==> src/rtl/rst_seq_ctrl.sv <==
// Reset synchroniser and sequencer: releases NUM_OUT active-low resets one after another, REL_DLY clocks apart.
// Optional synchronous soft reset is compiled in when RST_SEQ_SOFT_RST_EN is defined.
module rst_seq_ctrl #(
    parameter int SYNC_STAGES = 2,
    parameter int NUM_OUT     = 4,
    parameter int REL_DLY     = 16,
    parameter int STRETCH     = 8
) (
    input  logic               clk,
    input  logic               rst_n,
    input  logic               atpg_mode,
`ifdef RST_SEQ_SOFT_RST_EN
    input  logic               soft_rst_req,
`endif
    output logic [NUM_OUT-1:0] rst_out_n,
    output logic               seq_done
);

    localparam int CNT_MAX = (REL_DLY > STRETCH) ? REL_DLY : STRETCH;
    localparam int CNT_W   = $clog2(CNT_MAX + 1);
    localparam int IDX_W   = $clog2(NUM_OUT + 1);

    localparam logic [CNT_W-1:0] CNT_ZERO  = CNT_W'(0);
    localparam logic [CNT_W-1:0] REL_LOAD  = CNT_W'(REL_DLY - 1);
    localparam logic [CNT_W-1:0] SOFT_LOAD = CNT_W'(STRETCH - 1);
    localparam logic [IDX_W-1:0] IDX_ZERO  = IDX_W'(0);
    localparam logic [IDX_W-1:0] IDX_ONE   = IDX_W'(1);
    localparam logic [IDX_W-1:0] IDX_LAST  = IDX_W'(NUM_OUT - 1);

    if (SYNC_STAGES < 2) begin : g_bad_sync_stages
        $error("rst_seq_ctrl: SYNC_STAGES must be >= 2");
    end
    if (NUM_OUT < 1) begin : g_bad_num_out
        $error("rst_seq_ctrl: NUM_OUT must be >= 1");
    end
    if (REL_DLY < 1) begin : g_bad_rel_dly
        $error("rst_seq_ctrl: REL_DLY must be >= 1");
    end
    if (STRETCH < 1) begin : g_bad_stretch
        $error("rst_seq_ctrl: STRETCH must be >= 1");
    end

    typedef enum logic [1:0] {
        ST_ASSERT = 2'd0,
        ST_WAIT   = 2'd1,
        ST_DONE   = 2'd2,
        ST_SOFT   = 2'd3
    } state_e;

    state_e                 state_q;
    state_e                 state_d;
    logic [SYNC_STAGES-1:0] sync_q;
    logic [SYNC_STAGES-1:0] sync_d;
    logic [CNT_W-1:0]       cnt_q;
    logic [CNT_W-1:0]       cnt_d;
    logic [IDX_W-1:0]       idx_q;
    logic [IDX_W-1:0]       idx_d;
    logic [NUM_OUT-1:0]     rst_out_q;
    logic [NUM_OUT-1:0]     rst_out_d;
    logic                   seq_done_q;
    logic                   seq_done_d;

    logic sync_n_s;
    logic sync_pre_s;
    logic soft_req_s;
    logic soft_take_s;
    logic cnt_zero_s;
    logic release_s;

`ifdef RST_SEQ_SOFT_RST_EN
    assign soft_req_s = soft_rst_req;
`else
    assign soft_req_s = 1'b0;
`endif

    // The FSM leaves ASSERT on the same edge that sync_n rises, so it watches the stage feeding sync_n.
    assign sync_n_s    = sync_q[SYNC_STAGES-1];
    assign sync_pre_s  = sync_q[SYNC_STAGES-2];
    assign soft_take_s = soft_req_s && (state_q != ST_ASSERT);
    assign cnt_zero_s  = (cnt_q == CNT_ZERO);
    assign release_s   = cnt_zero_s && sync_n_s;

    // Synchroniser chain shift.
    always_comb begin
        sync_d = {sync_q[SYNC_STAGES-2:0], 1'b1};
    end

    // Synchroniser flops, cleared asynchronously by rst_n.
    always_ff @(posedge clk or negedge rst_n) begin
        if (!rst_n) begin
            sync_q <= {SYNC_STAGES{1'b0}};
        end else begin
            sync_q <= sync_d;
        end
    end

    // FSM state register.
    always_ff @(posedge clk or negedge rst_n) begin
        if (!rst_n) begin
            state_q <= ST_ASSERT;
        end else begin
            state_q <= state_d;
        end
    end

    // FSM next-state logic.
    always_comb begin
        state_d = state_q;
        case (state_q)
            ST_ASSERT: begin
                if (sync_pre_s) begin
                    state_d = ST_WAIT;
                end else begin
                    state_d = ST_ASSERT;
                end
            end
            ST_WAIT: begin
                if (soft_take_s) begin
                    state_d = ST_SOFT;
                end else if (release_s && (idx_q == IDX_LAST)) begin
                    state_d = ST_DONE;
                end else begin
                    state_d = ST_WAIT;
                end
            end
            ST_DONE: begin
                if (soft_take_s) begin
                    state_d = ST_SOFT;
                end else begin
                    state_d = ST_DONE;
                end
            end
            ST_SOFT: begin
                if (cnt_zero_s && !soft_req_s) begin
                    state_d = ST_WAIT;
                end else begin
                    state_d = ST_SOFT;
                end
            end
            default: begin
                state_d = ST_ASSERT;
            end
        endcase
    end

    // FSM outputs: counter, release index and next values of the registered reset outputs.
    always_comb begin
        cnt_d      = cnt_q;
        idx_d      = idx_q;
        rst_out_d  = rst_out_q;
        seq_done_d = 1'b0;
        case (state_q)
            ST_ASSERT: begin
                rst_out_d = {NUM_OUT{1'b0}};
                idx_d     = IDX_ZERO;
                if (sync_pre_s) begin
                    cnt_d = REL_LOAD;
                end else begin
                    cnt_d = CNT_ZERO;
                end
            end
            ST_WAIT: begin
                if (soft_take_s) begin
                    rst_out_d = {NUM_OUT{1'b0}};
                    idx_d     = IDX_ZERO;
                    cnt_d     = SOFT_LOAD;
                end else if (release_s) begin
                    for (int i = 0; i < NUM_OUT; i++) begin
                        if (idx_q == IDX_W'(i)) begin
                            rst_out_d[i] = 1'b1;
                        end else begin
                            rst_out_d[i] = rst_out_q[i];
                        end
                    end
                    idx_d = idx_q + IDX_ONE;
                    cnt_d = REL_LOAD;
                end else if (!cnt_zero_s) begin
                    cnt_d = cnt_q - CNT_W'(1);
                end else begin
                    cnt_d = cnt_q;
                end
            end
            ST_DONE: begin
                if (soft_take_s) begin
                    rst_out_d = {NUM_OUT{1'b0}};
                    idx_d     = IDX_ZERO;
                    cnt_d     = SOFT_LOAD;
                end else begin
                    seq_done_d = 1'b1;
                end
            end
            ST_SOFT: begin
                // A request held in SOFT only stalls the exit; the counter never reloads or wraps here.
                rst_out_d = {NUM_OUT{1'b0}};
                idx_d     = IDX_ZERO;
                if (!cnt_zero_s) begin
                    cnt_d = cnt_q - CNT_W'(1);
                end else if (!soft_req_s) begin
                    cnt_d = REL_LOAD;
                end else begin
                    cnt_d = cnt_q;
                end
            end
            default: begin
                rst_out_d = {NUM_OUT{1'b0}};
                idx_d     = IDX_ZERO;
                cnt_d     = CNT_ZERO;
            end
        endcase
    end

    // Datapath and output registers, asynchronously asserted by rst_n.
    always_ff @(posedge clk or negedge rst_n) begin
        if (!rst_n) begin
            cnt_q      <= CNT_ZERO;
            idx_q      <= IDX_ZERO;
            rst_out_q  <= {NUM_OUT{1'b0}};
            seq_done_q <= 1'b0;
        end else begin
            cnt_q      <= cnt_d;
            idx_q      <= idx_d;
            rst_out_q  <= rst_out_d;
            seq_done_q <= seq_done_d;
        end
    end

    // ATPG lets the tester drive every reset straight from the pin.
    assign rst_out_n = atpg_mode ? {NUM_OUT{rst_n}} : rst_out_q;
    assign seq_done  = atpg_mode ? rst_n : seq_done_q;

endmodule

==> config.mk <==
export PLATFORM = sky130hd
export DESIGN_NAME = rst_seq_ctrl
export DESIGN_NICKNAME = d
export VERILOG_FILES = /design/src/rtl/rst_seq_ctrl.sv
export SDC_FILE = /design/constraint.sdc
export NUM_CORES = 1
export LEC_CHECK = 0
export CAP_MARGIN = 10
export CORE_MARGIN = 10
export CORE_UTILIZATION = 58
export DETAILED_ROUTE_END_ITERATION = 16
export PLACE_DENSITY = 0.78
export SYNTH_ARGS = -nofsm -noshare
export SYNTH_HDL_FRONTEND = slang
export SYNTH_SLANG_ARGS = --single-unit
==> constraint.sdc <==
create_clock -name clk -period 4.56 [get_ports clk]
set_clock_uncertainty 0.05 [all_clocks]
set_input_delay 0.912 -clock clk [delete_from_list [all_inputs] [get_ports clk]]
set_output_delay 0.912 -clock clk [all_outputs]
set_load 0.02 [all_outputs]
; After elaboration in Yosys (flattened, before gate mapping)
; Index checks and enable logic that the tools add are counted.
[word_totals]
out_inout_bits = 5
word_cells = 56
reg_bits = 17
inputBits = 3
[op_classes]
bitwise_logic = 1
mux = 20
eq_ne = 12
n_reduce_logical = 12
n_addsub = 2
[op_table]
columns = operator, n
row1 = $mux 5, 3
row2 = $pmux 5 s3, 1
row3 = $mux 4, 3
row4 = $reduce_and 3->1, 4
row5 = $ne 2x2->1 const B, 5
row6 = $pmux 2 s4, 1
row7 = $pmux 4 s2, 1
row8 = $mux 1, 7
row9 = $eq 3x2->1 const B, 2
row10 = $pmux 3 s2, 1
row11 = $logic_not 5->1, 1
row12 = $sub 5x1->5 const B, 1
row13 = $eq 2x2->1 const B, 2
row14 = $mux 2, 2
row15 = $reduce_and 2->1, 2
row16 = $add 3x1->3 const B, 1
row17 = $eq 3x1->1 const B, 1
row18 = $logic_not 3->1, 1
row19 = $mux 3, 1
row20 = $ne 3x3->1 const B, 1
row21 = $eq 2x1->1 const B, 1
row22 = $logic_and 1x1->1, 2
row23 = $logic_not 2->1, 1
row24 = $reduce_or 2->1, 1
row25 = $not 1->1, 1

; Logic depth before layout (Yosys ltp)
; Gate-level depths: netlist of run 1.
[depth]
depth_word = 5
ltp_mapped = 7
mapped_depth_nobuf = 6

; Worst setup path after synthesis of run 1
; OpenSTA, ideal clock, no wires.
[synth_timing]
path_type = input to output
start = input atpg_mode
end = output rst_out_n[0]
arrival_ns = 1.398
cell_stages = 1
path_buffers = 0
required_ns = 3.598
setup_slack_ns = 2.200
path_cell_list = o21ai_0
[synth_between]
elab_chain_cells = 1
[synth_rtl]
columns = element, line_no
row1 = from (decl), 11  ; input logic atpg_mode,
row2 = $mux 4, 228  ; assign rst_out_n = atpg_mode ? {NUM_OUT{rst_n}} : rst_out_q;
row3 = to (decl), 15  ; output logic [NUM_OUT-1:0] rst_out_n,
; Every way passes these cells.

; Final worst setup path of run 1
[layout_timing]
start = input rst_n
end = output rst_out_n[0]
[layout_between]
elab_chain_cells = 1
[layout_rtl]
columns = element, line_no
row1 = from (decl), 10  ; input logic rst_n,
row2 = $mux 4, 228
; Every way passes these cells.

==> impl_metrics.toml, run 1 <==
[outcome]
status = "complete, no violations"

[global_route]
grt_usage_pct = 10.3
grt_first_pass_wirelength_um = 2970
overflow = 0
first_global_vias = 710
grt_start_max_net_pins = 19
antenna_found_initial = 0

[die]
design.die.area_sq_um = 3800
die_h_um = 61.6
die_w_um = 61.6
pin_count = 8
start_util_pct = 63.7
placementRows = 14
coreArea_sq_um = 1580

[hold_path]
min_path_type = "flop to flop"

[clocking]
cts_made_buffers = 3
root_buffer = "clkbuf_4"
path_clk_slew_ns = 0.10
cts-htree-levels = 1
cts_tree = "built"
holdBufCountCts = 0
cts.sinks = 17
cts_resized = 0
clock_latency_ns = 0.30
cts_setup_buffers = 0
clockBufferDepth = 2

[critical_path]
path_depth = 5
crit_path_frequent_cell = "clkdlybuf4s50_1"
reg2reg_slack_ns = 2.56
r2r_start = "cnt_q[0]"
required_ns = 3.60
cp_slowest_cell = "clkdlybuf4s50_1"
arrival_ns = 2.47
cp_cell_sequence = "clkdlybuf4s50_1 -> buf_4 -> nand2_1 -> o21ai_0 -> clkdlybuf4s50_1"
endpoint = "rst_out_n[0]"
r2r_cells = 6
critPathCaptureType = "output pin"
crit_type = "input port to output pin"
cp_max_fo = 18
cp_num_buf_inv = 3
startpoint = "rst_n"
slowest_delay_ns = 0.63
startpoint_type = "input port"
reg2reg_to = "rst_out_q[0]"
crit_family = "buffers and inverters"

[timing]
slew_violations = 0
finalCritPeriodShare_pct = 75.2
hold_viol = 0
max_freq_mhz = 291
setup_violations = 0
final.min_clock_period_ns = 3.43
tns_ns = 0
rsz0062_at_grt = "no"

[finish]
nets = 128
utilization_pct = 71.3
diodes = 0
drive_gt1_share_pct = 8.77
syn2layout_area_growth_pct = 12.0

[place]
gp_congestion = 0.833
place.port_buffers = 7
dp_hpwl_um = 1320

[yosys]
syn-instance-count = 103
synth.most_common_cell = "dfrtp_1"
async_reset_ff_share_pct = 100
synth_edf_count = 0
yosys.area.top_type = "dfrtp_1"
synth_commonest_cells = "dfrtp_1, inv_1, ha_1, o21ai_0, a21oi_1"
seq_area_frac_synth_pct = 42.3
yosys_warnings = 0
synth_top_area_share_pct = 42.3
syn_avg_cell_area_sq_um = 9.75
ys_types = 29
netlist_top_cells_area = "dfrtp_1, ha_1, inv_1, o21ai_0, a21oi_1"
synth_nets = 116
ys_ff_latch = 17
synth_ff_type = "dfrtp_1"
netlist_area_sq_um = 1000

[pwr]
pwr-share-seq_pct = 38.3
ir_drop_uv = 323
swShare_pct = 40.6
p_per_area_nw_per_um2 = 593
power_leakage_nw = 0.529
intPower_mw = 0.396
comb_power_share_pct = 49.6
p_sw_mw = 0.270
pwr-share-clk_pct = 12.1

[drt]
drt_pass1_iterations = 4
wl_per_cell_um = 13.2
wl_um = 1720
vias_per_cell = 5.82
vias = 757
postRouteAntennaNets = 0
drt-initial-drc-count = 15
drc_errors = 0

[flow_run]
maxCapViolations = 0
power by group through the flow:
stage	sequential [mW]	combinational (mW)	clock, mW
2_1_floorplan	0.246	0.258	0
3_5_place_dp	0.258	0.331	0
3_3_place_gp	0.255	0.317	0
5_1_grt	0.263	0.381	0.0871
4_1_cts	0.254	0.333	0.0825
6_report	0.255	0.331	0.0804
worst register-to-register path: stages, from the launching register on:
cell and delay (ns):
dfrtp_1 0.43, inv_1 0.07, ha_1 0.20, nor4b_4 0.44
and4_4 0.30, a21oi_1 0.08, mux2_1 0.31
cells by family after synthesis:
kind of cell | share of synthesized area [%]
simple gates | 14.8
compound gates | 16.6
fa+ha+maj | 12.5
buf+inv | 5.98
flops | 42.3
mux | 7.47
other cells | 0.373
placed cells by master, fill, tap and decap left out, drive strengths merged, types with 2 or more instances in the layout:
cell / n
dfrtp: 17
clkbuf: 4
mux2: 4
nand2b: 2
a21oi: 8
clkdlybuf4s50: 7
nor2: 7
o21ai: 10
nand2: 6
o22a: 2
mux2i: 3
nor3: 3
ha: 10
inv: 15
worst min-delay path by stage:
stage	start	endpoint	slack [ns]	cells past startpoint
2_1_floorplan	sync_q[0]	sync_q[1]	0.34	0
3_3_place_gp	sync_q[0]	sync_q[1]	0.36	0
3_5_place_dp	sync_q[0]	sync_q[1]	0.36	0
4_1_cts	sync_q[0]	sync_q[1]	0.39	0
5_1_grt	sync_q[0]	sync_q[1]	0.41	0
6_report	sync_q[0]	sync_q[1]	0.39	0
flip-flops by register name, summed over array words and instances (netlist names):
register	flops
cnt_q	5
idx_q	3
rst_out_q	4
seq_done_q	1
state_q	2
sync_q	2
layout make-up:
| class | instances | area [sq um] |
|---|---|---|
| Fill cell | 119 | 452 |
| Sequential cell | 17 | 425 |
| Clock buffer | 4 | 26.3 |
| Multi-Input combinational cell | 70 | 519 |
| Inverter | 15 | 56.3 |
| Tap cell | 16 | 20.0 |
| Timing Repair Buffer | 8 | 77.6 |
metal layers:
metal / wire [um] / track usage (%) / part of all wire (%)
met5: 0 / 0 / 0
met4: 42 / 6.05 / 2.4
met3: 99 / 2.06 / 5.8
met2: 761 / 16.7 / 44
met1: 816 / 12.4 / 47
per-stage QoR:
stage                     area [sq um]  std cells  total power, mW  hold WS (ns)  worst slack (ns)
final                             1120        130            0.667         0.387              1.13
after global routing              1120        130            0.731         0.407              1.02
after CTS                         1120        130            0.670         0.389              1.09
after detailed placement          1100        126            0.589         0.364              1.10
after global placement            1100        126            0.572         0.359              1.12
after floorplan                   1000        103            0.504         0.338              2.20
Power figures use the tool's default switching activity.
==> run 2, diff against run 1 <==
--- a/config.mk
+++ b/config.mk
@@ -7,9 +7,9 @@
 export LEC_CHECK = 0
 export CAP_MARGIN = 10
 export CORE_MARGIN = 10
-export CORE_UTILIZATION = 58
+export CORE_UTILIZATION = 50
 export DETAILED_ROUTE_END_ITERATION = 16
-export PLACE_DENSITY = 0.78
+export PLACE_DENSITY = 0.72
 export SYNTH_ARGS = -nofsm -noshare
 export SYNTH_HDL_FRONTEND = slang
 export SYNTH_SLANG_ARGS = --single-unit
==> constraint.sdc (replaced) <==
create_clock -name clk -period 2.95 [get_ports clk]
set_clock_uncertainty 0.05 [all_clocks]
set_input_delay 0.59 -clock clk [delete_from_list [all_inputs] [get_ports clk]]
set_output_delay 0.59 -clock clk [all_outputs]
set_load 0.02 [all_outputs]
==> run 2 against run 1 <==
  * Register-to-register slack got worse by 1.6 ns
  * Combinational power increased by 56%
  * Clock-buffer cell count unchanged
  * Die area increased by 11%
  * Largest cell class unchanged
==> impl_metrics.toml, run 2 (same netlist as run 1, synthesis figures left out) <==
[critical_path]
reg2reg_slack_ns = 0.93
crit_path_frequent_cell = "clkdlybuf4s50_1"
crit_type = "input port to output pin"
cp_cell_sequence = "clkdlybuf4s50_1 -> nand2_1 -> o21ai_0 -> clkdlybuf4s50_1"
arrival_ns = 1.97
startpoint = "atpg_mode"
startpoint_type = "input port"
cp_num_buf_inv = 2
cp_max_fo = 6
critPathCaptureType = "output pin"
crit_family = "buffers and inverters"
required_ns = 2.31
cp_slowest_cell = "clkdlybuf4s50_1"
r2r_start = "cnt_q[0]"
slowest_delay_ns = 0.63

[timing]
max_freq_mhz = 384
hold_viol = 0
slew_violations = 0
final.min_clock_period_ns = 2.61
rsz0062_at_grt = "no"
finalCritPeriodShare_pct = 88.4
tns_ns = 0
setup_violations = 0

[global_route]
first_global_vias = 739
overflow = 0
antenna_found_initial = 0
grt_usage_pct = 9.70
grt_first_pass_wirelength_um = 3330
grt_start_max_net_pins = 18

[pwr]
p_per_area_nw_per_um2 = 906
intPower_mw = 0.612
ir_drop_uv = 477
p_sw_mw = 0.420
swShare_pct = 40.7
power_leakage_nw = 0.529
comb_power_share_pct = 50.1
pwr-share-clk_pct = 11.9
pwr-share-seq_pct = 38.0

[flow_run]
maxCapViolations = 0

[finish]
n_fill_cell = 178
nets = 128
diodes = 0
largest_register_ffs = 5
drive_gt1_share_pct = 8.77
multi_input_comb_area_sq_um = 519
final_common_cell = "dfrtp_1"
seqCellArea_sq_um = 425
syn2layout_area_growth_pct = 13.3
reg_top3 = "cnt_q x5, rst_out_q x4, idx_q x3"
top_register = "cnt_q"
layout_common_cells = "dfrtp_1, inv_1, o21ai_0, ha_1, a21oi_1"
fin_cells = 141

[die]
pin_count = 8
coreArea_sq_um = 1940
die_w_um = 64.8
die_h_um = 64.8
start_util_pct = 51.7
design.die.area_sq_um = 4200
placementRows = 16

[drt]
drt_pass1_iterations = 4
vias_per_cell = 5.23
drt-initial-drc-count = 32
drc_errors = 0
wl_um = 1780
wl_per_cell_um = 12.6
postRouteAntennaNets = 0
vias = 738

[clocking]
cts_setup_buffers = 0
clock_latency_ns = 0.28
cts_resized = 0
root_buffer = "clkbuf_4"
cts_tree = "built"
holdBufCountCts = 0
clockBufferDepth = 2
cts.sinks = 17
cts_made_buffers = 3
path_clk_slew_ns = 0.09
cts-htree-levels = 1

[hold_path]
hold_start = "sync_q[0]"
min_path_type = "flop to flop"

[place]
place.port_buffers = 7
gp_congestion = 0.758
dp_hpwl_um = 1350
dp_cells = 137

[outcome]
status = "complete, no violations"
[run 2: cell counts in the layout (fill, tap and decap cells not counted)]
No cell type changed its count.
[run 2: final timing paths]
path | cells after the start | to
max | 4 | rst_out_n[1]
min reg2reg | 0 | sync_q[1]
max in group asynchronous | 2 | rst_out_q[1]
min in group asynchronous | 2 | state_q[1]
min | 0 | sync_q[1]
max reg2reg | 6 | rst_out_q[1]
[run 2: layout make-up]
cell class / instances / area share (%)
Clock buffer: 4 / 2.31
Inverter: 15 / 4.95
Multi-Input combinational cell: 70 / 45.6
Sequential cell: 17 / 37.4
Tap cell: 27 / 2.97
Timing Repair Buffer: 8 / 6.81
[run 2: per-layer routing]
layer  global-route usage [%]  vias to the layer above  share of wire, %
met4                     4.01                        0              0.73
met1                     12.6                      346                46
met5                        0                        -                 0
met3                     2.92                        2               6.4
li1                         -                      373                 -
met2                     14.5                       17                47
[run 2: power groups by stage]
| stage | clock (mW) | sequential (mW) | combinational, mW |
|---|---|---|---|
| final | 0.123 | 0.392 | 0.517 |
| after global routing | 0.138 | 0.406 | 0.598 |
| after CTS | 0.127 | 0.392 | 0.521 |
| after detailed placement | 0 | 0.398 | 0.513 |
| after global placement | 0 | 0.392 | 0.495 |
| after floorplan | 0 | 0.380 | 0.399 |
[run 2: stage by stage]
stage          setup WS [ns]  utilization (%)  total power [mW]  area, sq um  hold WS [ns]
4_1_cts                0.315             58.6              1.04         1140         0.380
5_1_grt                0.197             58.6              1.14         1140         0.404
3_5_place_dp           0.321             57.3             0.912         1110         0.358
3_3_place_gp           0.350             57.3             0.886         1110         0.352
6_report               0.343             58.6              1.03         1140         0.379
2_1_floorplan           1.16                -             0.779         1000         0.244
==> RTL edit 1: new RTL, flow settings as in run 2 <==
Re-encode `state_e` (4 states) as one-hot, 4 bits wide.
--- a/src/rtl/rst_seq_ctrl.sv
+++ b/src/rtl/rst_seq_ctrl.sv
@@ -40,11 +40,11 @@
         $error("rst_seq_ctrl: STRETCH must be >= 1");
     end
 
-    typedef enum logic [1:0] {
-        ST_ASSERT = 2'd0,
-        ST_WAIT   = 2'd1,
-        ST_DONE   = 2'd2,
-        ST_SOFT   = 2'd3
+    typedef enum logic [3:0] {
+        ST_ASSERT = 4'b0001,
+        ST_WAIT   = 4'b0010,
+        ST_DONE   = 4'b0100,
+        ST_SOFT   = 4'b1000
     } state_e;
 
     state_e                 state_q;
Check against the original RTL: same outputs for any inputs over 10 cycles, from zero or initial values and one cycle with rst_n low; not proved beyond that.
==> RTL edit 1 against run 2 <==
- combinational power decreased by 36%
- worst setup slack got worse by 26 ps
- synthesized area increased by 13%
- final area increased by 10%
- critical path depth is the same
- routed wire length up 15%
- power down 19%
- synthesized cell count increased by 14%
- via count rose by 16%
- critical endpoint is now rst_out_n[0]
- worst hold slack got worse by 38 ps
- global-route usage increased by 0.18 points
- sequential cell count increased by 2
==> RTL edit 1: results (changes against run 2) <==
* DP Worst Slack at 303 ps (-18.4 ps)
* Critical Path Max Stage Delay at 650 ps (+20 ps)
* Seq/Total Area, Yosys at 42.1% (-0.24 points)
* Reg clk slew, reported paths at 120 ps (+30 ps)
* Met3 Wirelength at 70 microns (-39%)
* Routed wl met2 at 965 microns (+15%)
* Clk tree area frac at 2.39% (+0.083 points)
* Pin count of the biggest net entering global routing at 20 (+2)
* Crit path DAT at 1990 ps (+20 ps)
* Clk pwr at 136 uW (+11%)
* DRT met1 WL at 1000 microns (+23%)
* Worst ir drop on vdd at 0.500 mV (+4.8%)
* Gpl congestion at 0.840 (+11%)
* DP HPWL at 1530 microns (+13%)
* # fillers at 179 (+0.56%)
* Signal buf overhead at 6.18% (-0.64 points)
* Distinct cells, synth at 38 (+31%)
* Status: complete, no violations
* CP Capture Point: rst_out_n[0]
* Pleak at 0.513 nW (-3.0%)
* Deepest clock path buffer count at 2 (unchanged)
* R2R Path End: state_q[1]
* Vias at 853 (+16%)
* GR met2 Demand/Resource at 16.3% (+1.8 points)
* Final nets at 135 (+5.5%)
* First-pass GRT wire length at 3630 microns (+8.9%)
* GR Util met3 at 2.31% (-0.61 points)
* Seq cells post-synth at 19 (+2)
* Top flop regs: cnt_q x5, rst_out_q x4, state_q x4
* Syn nets at 126 (+8.6%)
* #MultiIn Comb at 79 (+13%)
* Commonest cells post-synth: 18 x dfrtp_1, 14 x inv_1, 9 x a21oi_1
* Vias in the first global route at 809 (+9.5%)
* Setup ws final at 317 ps (-26.2 ps)
* Top cells by area, synth: dfrtp_1 40%, ha_1 6.6%, inv_1 4.6%
* Sw Ratio at 39.7% (-1.0 points)
* Multi-input combinational area share at 46.2% (+0.61 points)
* Routed WL at 2060 microns (+15%)
* Total global-route track usage at 9.88% (+0.18 points)
-- RTL edit 1: cell count changes after synthesis, sizes merged, moves of 2 or more --
| cell | change |
|---|---|
| xnor2 | +2 |
| o22a | -2 |
| nor4 | +3 |
| buf | +3 |
| nand2 | -2 |
| o21ai | +2 |
| o22ai | +2 |
| or4b | +3 |
| mux2i | -3 |
| mux2 | -4 |
| ha | -4 |
-- RTL edit 1: per-stage QoR --
step                std cells  hold slack [ps]  utilization, %  instance area, sq um  power (mW)
floorplan                 117              244               -                  1130       0.625
global placement          149              316            56.0                  1230       0.689
detailed placement        149              318            56.0                  1230       0.694
CTS                       153              345            57.3                  1260       0.829
global route              153              357            57.3                  1260       0.896
finish                    153              341            57.3                  1260       0.832
-- RTL edit 1: cell families after synthesis --
kind of cell	share of synthesized area (%)
fa+ha+maj	6.63
flops	42.1
other cells	0.331
simple gates	21.7
compound gates	20.3
xor+xnor	2.32
buf+inv	6.63
==> RTL edit 2: new RTL, settings of run 2 <==
Made on the original files. The option `RST_SEQ_SOFT_RST_EN` is turned on by a define.
--- a/src/rtl/rst_seq_ctrl.sv
+++ b/src/rtl/rst_seq_ctrl.sv
@@ -1,5 +1,7 @@
 // Reset synchroniser and sequencer: releases NUM_OUT active-low resets one after another, REL_DLY clocks apart.
 // Optional synchronous soft reset is compiled in when RST_SEQ_SOFT_RST_EN is defined.
+`define RST_SEQ_SOFT_RST_EN
+
 module rst_seq_ctrl #(
     parameter int SYNC_STAGES = 2,
     parameter int NUM_OUT     = 4,
Ports: changed (added soft_rst_req); port bits go from 8 to 9. The function was not compared with the original's and may differ.
==> RTL edit 2 against run 2 <==
- sequential cell count stayed put
- power is 30% lower
- final area is 4.8% higher
- synthesized area is 6.7% higher
- worst hold slack hardly changed
- largest power group is now sequential cells
- routed wire length is 20% higher
- worst setup slack worse by 35 ps
- count of clock-buffer cells in the layout stayed put
- largest cell class unchanged
==> RTL edit 2: results (changes against run 2) <==
* Drt wl/cell at 14.1 microns (+11%)
* Crit path DAT at 2000 ps (+30 ps)
* Pleak at 0.535 nW (+1.1%)
* Vias at 860 (+17%)
* Synth Area in Compound Gates at 23.5% (+6.9 points)
* Port Buffer Count at 8 (+1)
* Placed insts at 148 (+8.0%)
* Reg clk slew, reported paths at roughly 100 ps
* Commonest cells post-synth: 17 x dfrtp_1, 11 x inv_1, 10 x o21ai_0
* Avg Cell Area, Syn at 9.16 sq um (-6.0%)
* Post-CTS setup buffer count at 0 (unchanged)
* Top cells by area, synth: dfrtp_1 40%, ha_1 7.0%, o21ai_0 4.7%
* Worst-Skew Late Latency at 300 ps (+20 ps)
* Gpl congestion at 0.789 (+4.1%)
* Initial DRT Pass Iterations at 4 (unchanged)
* Via/cell ratio at 5.66 (+8.1%)
* Status: complete, no violations
* Distinct cells, synth at 40 (+38%)
* # fillers at 181 (+1.7%)
* Vias in the first global route at 782 (+5.8%)
* Worst ir drop on vdd at 0.459 mV (-3.8%)
* DP HPWL at 1570 microns (+17%)
* Seq/Total Area, Yosys at 39.7% (-2.7 points)
* Mux cell area share after synthesis at 1.98% (-5.5 points)
* Total global-route track usage at 10.1% (+0.45 points)
* H-tree Lvls at 1 (unchanged)
* Crit path max-delay family: buffers and inverters
* First-pass GRT wire length at 3500 microns (+5.0%)
* Syn nets at 127 (+9.5%)
* Final antenna diode count at 0 (unchanged)
* Deepest clock path buffer count at 2 (unchanged)
* DR iter-0 viols at 30 (-6.3%)
* Pin count of the biggest net entering global routing at 20 (+2)
* Final nets at 136 (+6.3%)
* Layout cell share with drive strength beyond 1 at 8.00% (-0.77 points)
* Hold Path Depth at 0 (unchanged)
* Post-synthesis adder-cell area fraction at 7.00% (-5.5 points)
* XOR/XNOR share of the synthesized area at 1.63% (+1.6 points)
-- RTL edit 2: worst reg2reg max path, cell delays in order, from the launching register on --
cell	delay, ps
dfrtp_1	430
inv_1	100
ha_1	240
nor4b_4	510
o211a_1	340
nor2_1	90
o22a_1	210
-- RTL edit 2: metrics by stage --
stage	total power [mW]	utilization [%]	hold WS (ps)	area (sq um)	setup slack, ps
final	0.725	59.6	379	1190	308
after CTS	0.730	59.6	384	1190	304
after global placement	0.589	58.3	358	1170	381
after detailed placement	0.598	58.3	360	1170	302
after global routing	0.775	59.6	406	1190	235
after floorplan	0.544	-	244	1070	1230
-- RTL edit 2: path summary, 6_finish.rpt --
| kind | from | end | slack, ps |
|---|---|---|---|
| max | atpg_mode | rst_out_n[0] | 310 |
| min | sync_q[0] | sync_q[1] | 380 |
| max reg2reg | cnt_q[0] | cnt_q[3] | 880 |
| min reg2reg | sync_q[0] | sync_q[1] | 380 |
| max in group asynchronous | rst_n | idx_q[1] | 2060 |
| min in group asynchronous | rst_n | seq_done_q | 600 |
-- RTL edit 2: final cells by class --
type | count | area share [%]
multi-input cells | 83 | 47.9
repair buffers | 10 | 7.97
flip-flops and latches | 17 | 35.6
clock buffers | 4 | 2.20
inverters | 11 | 3.46
well taps | 27 | 2.83
-- RTL edit 2: cells by family (layout without fill, tap and decap cells) --
family / count (synthesis) / after routing
compound gates: 37 / 37
xor+xnor: 2 / 2
fa+ha+maj: 6 / 6
buf+inv: 17 / 25
flops: 17 / 17
mux: 2 / 2
other cells: 1 / 1
simple gates: 35 / 35
-- RTL edit 2: routing by layer --
layer	up-vias	wire, microns	GRT usage, %
li1	427	-	-
met1	398	1010	11.7
met2	31	954	16.7
met3	4	140	2.88
met4	0	34	4.97
met5	-	0	0
-- RTL edit 2: power by group --
group | internal [mW] | leakage [nW] | switching [mW]
logic | 0.149 | 0.306 | 0.123
registers | 0.268 | 0.214 | 0.0565
clock network | 0.0527 | 0.0150 | 0.0762
total | 0.470 | 0.535 | 0.256
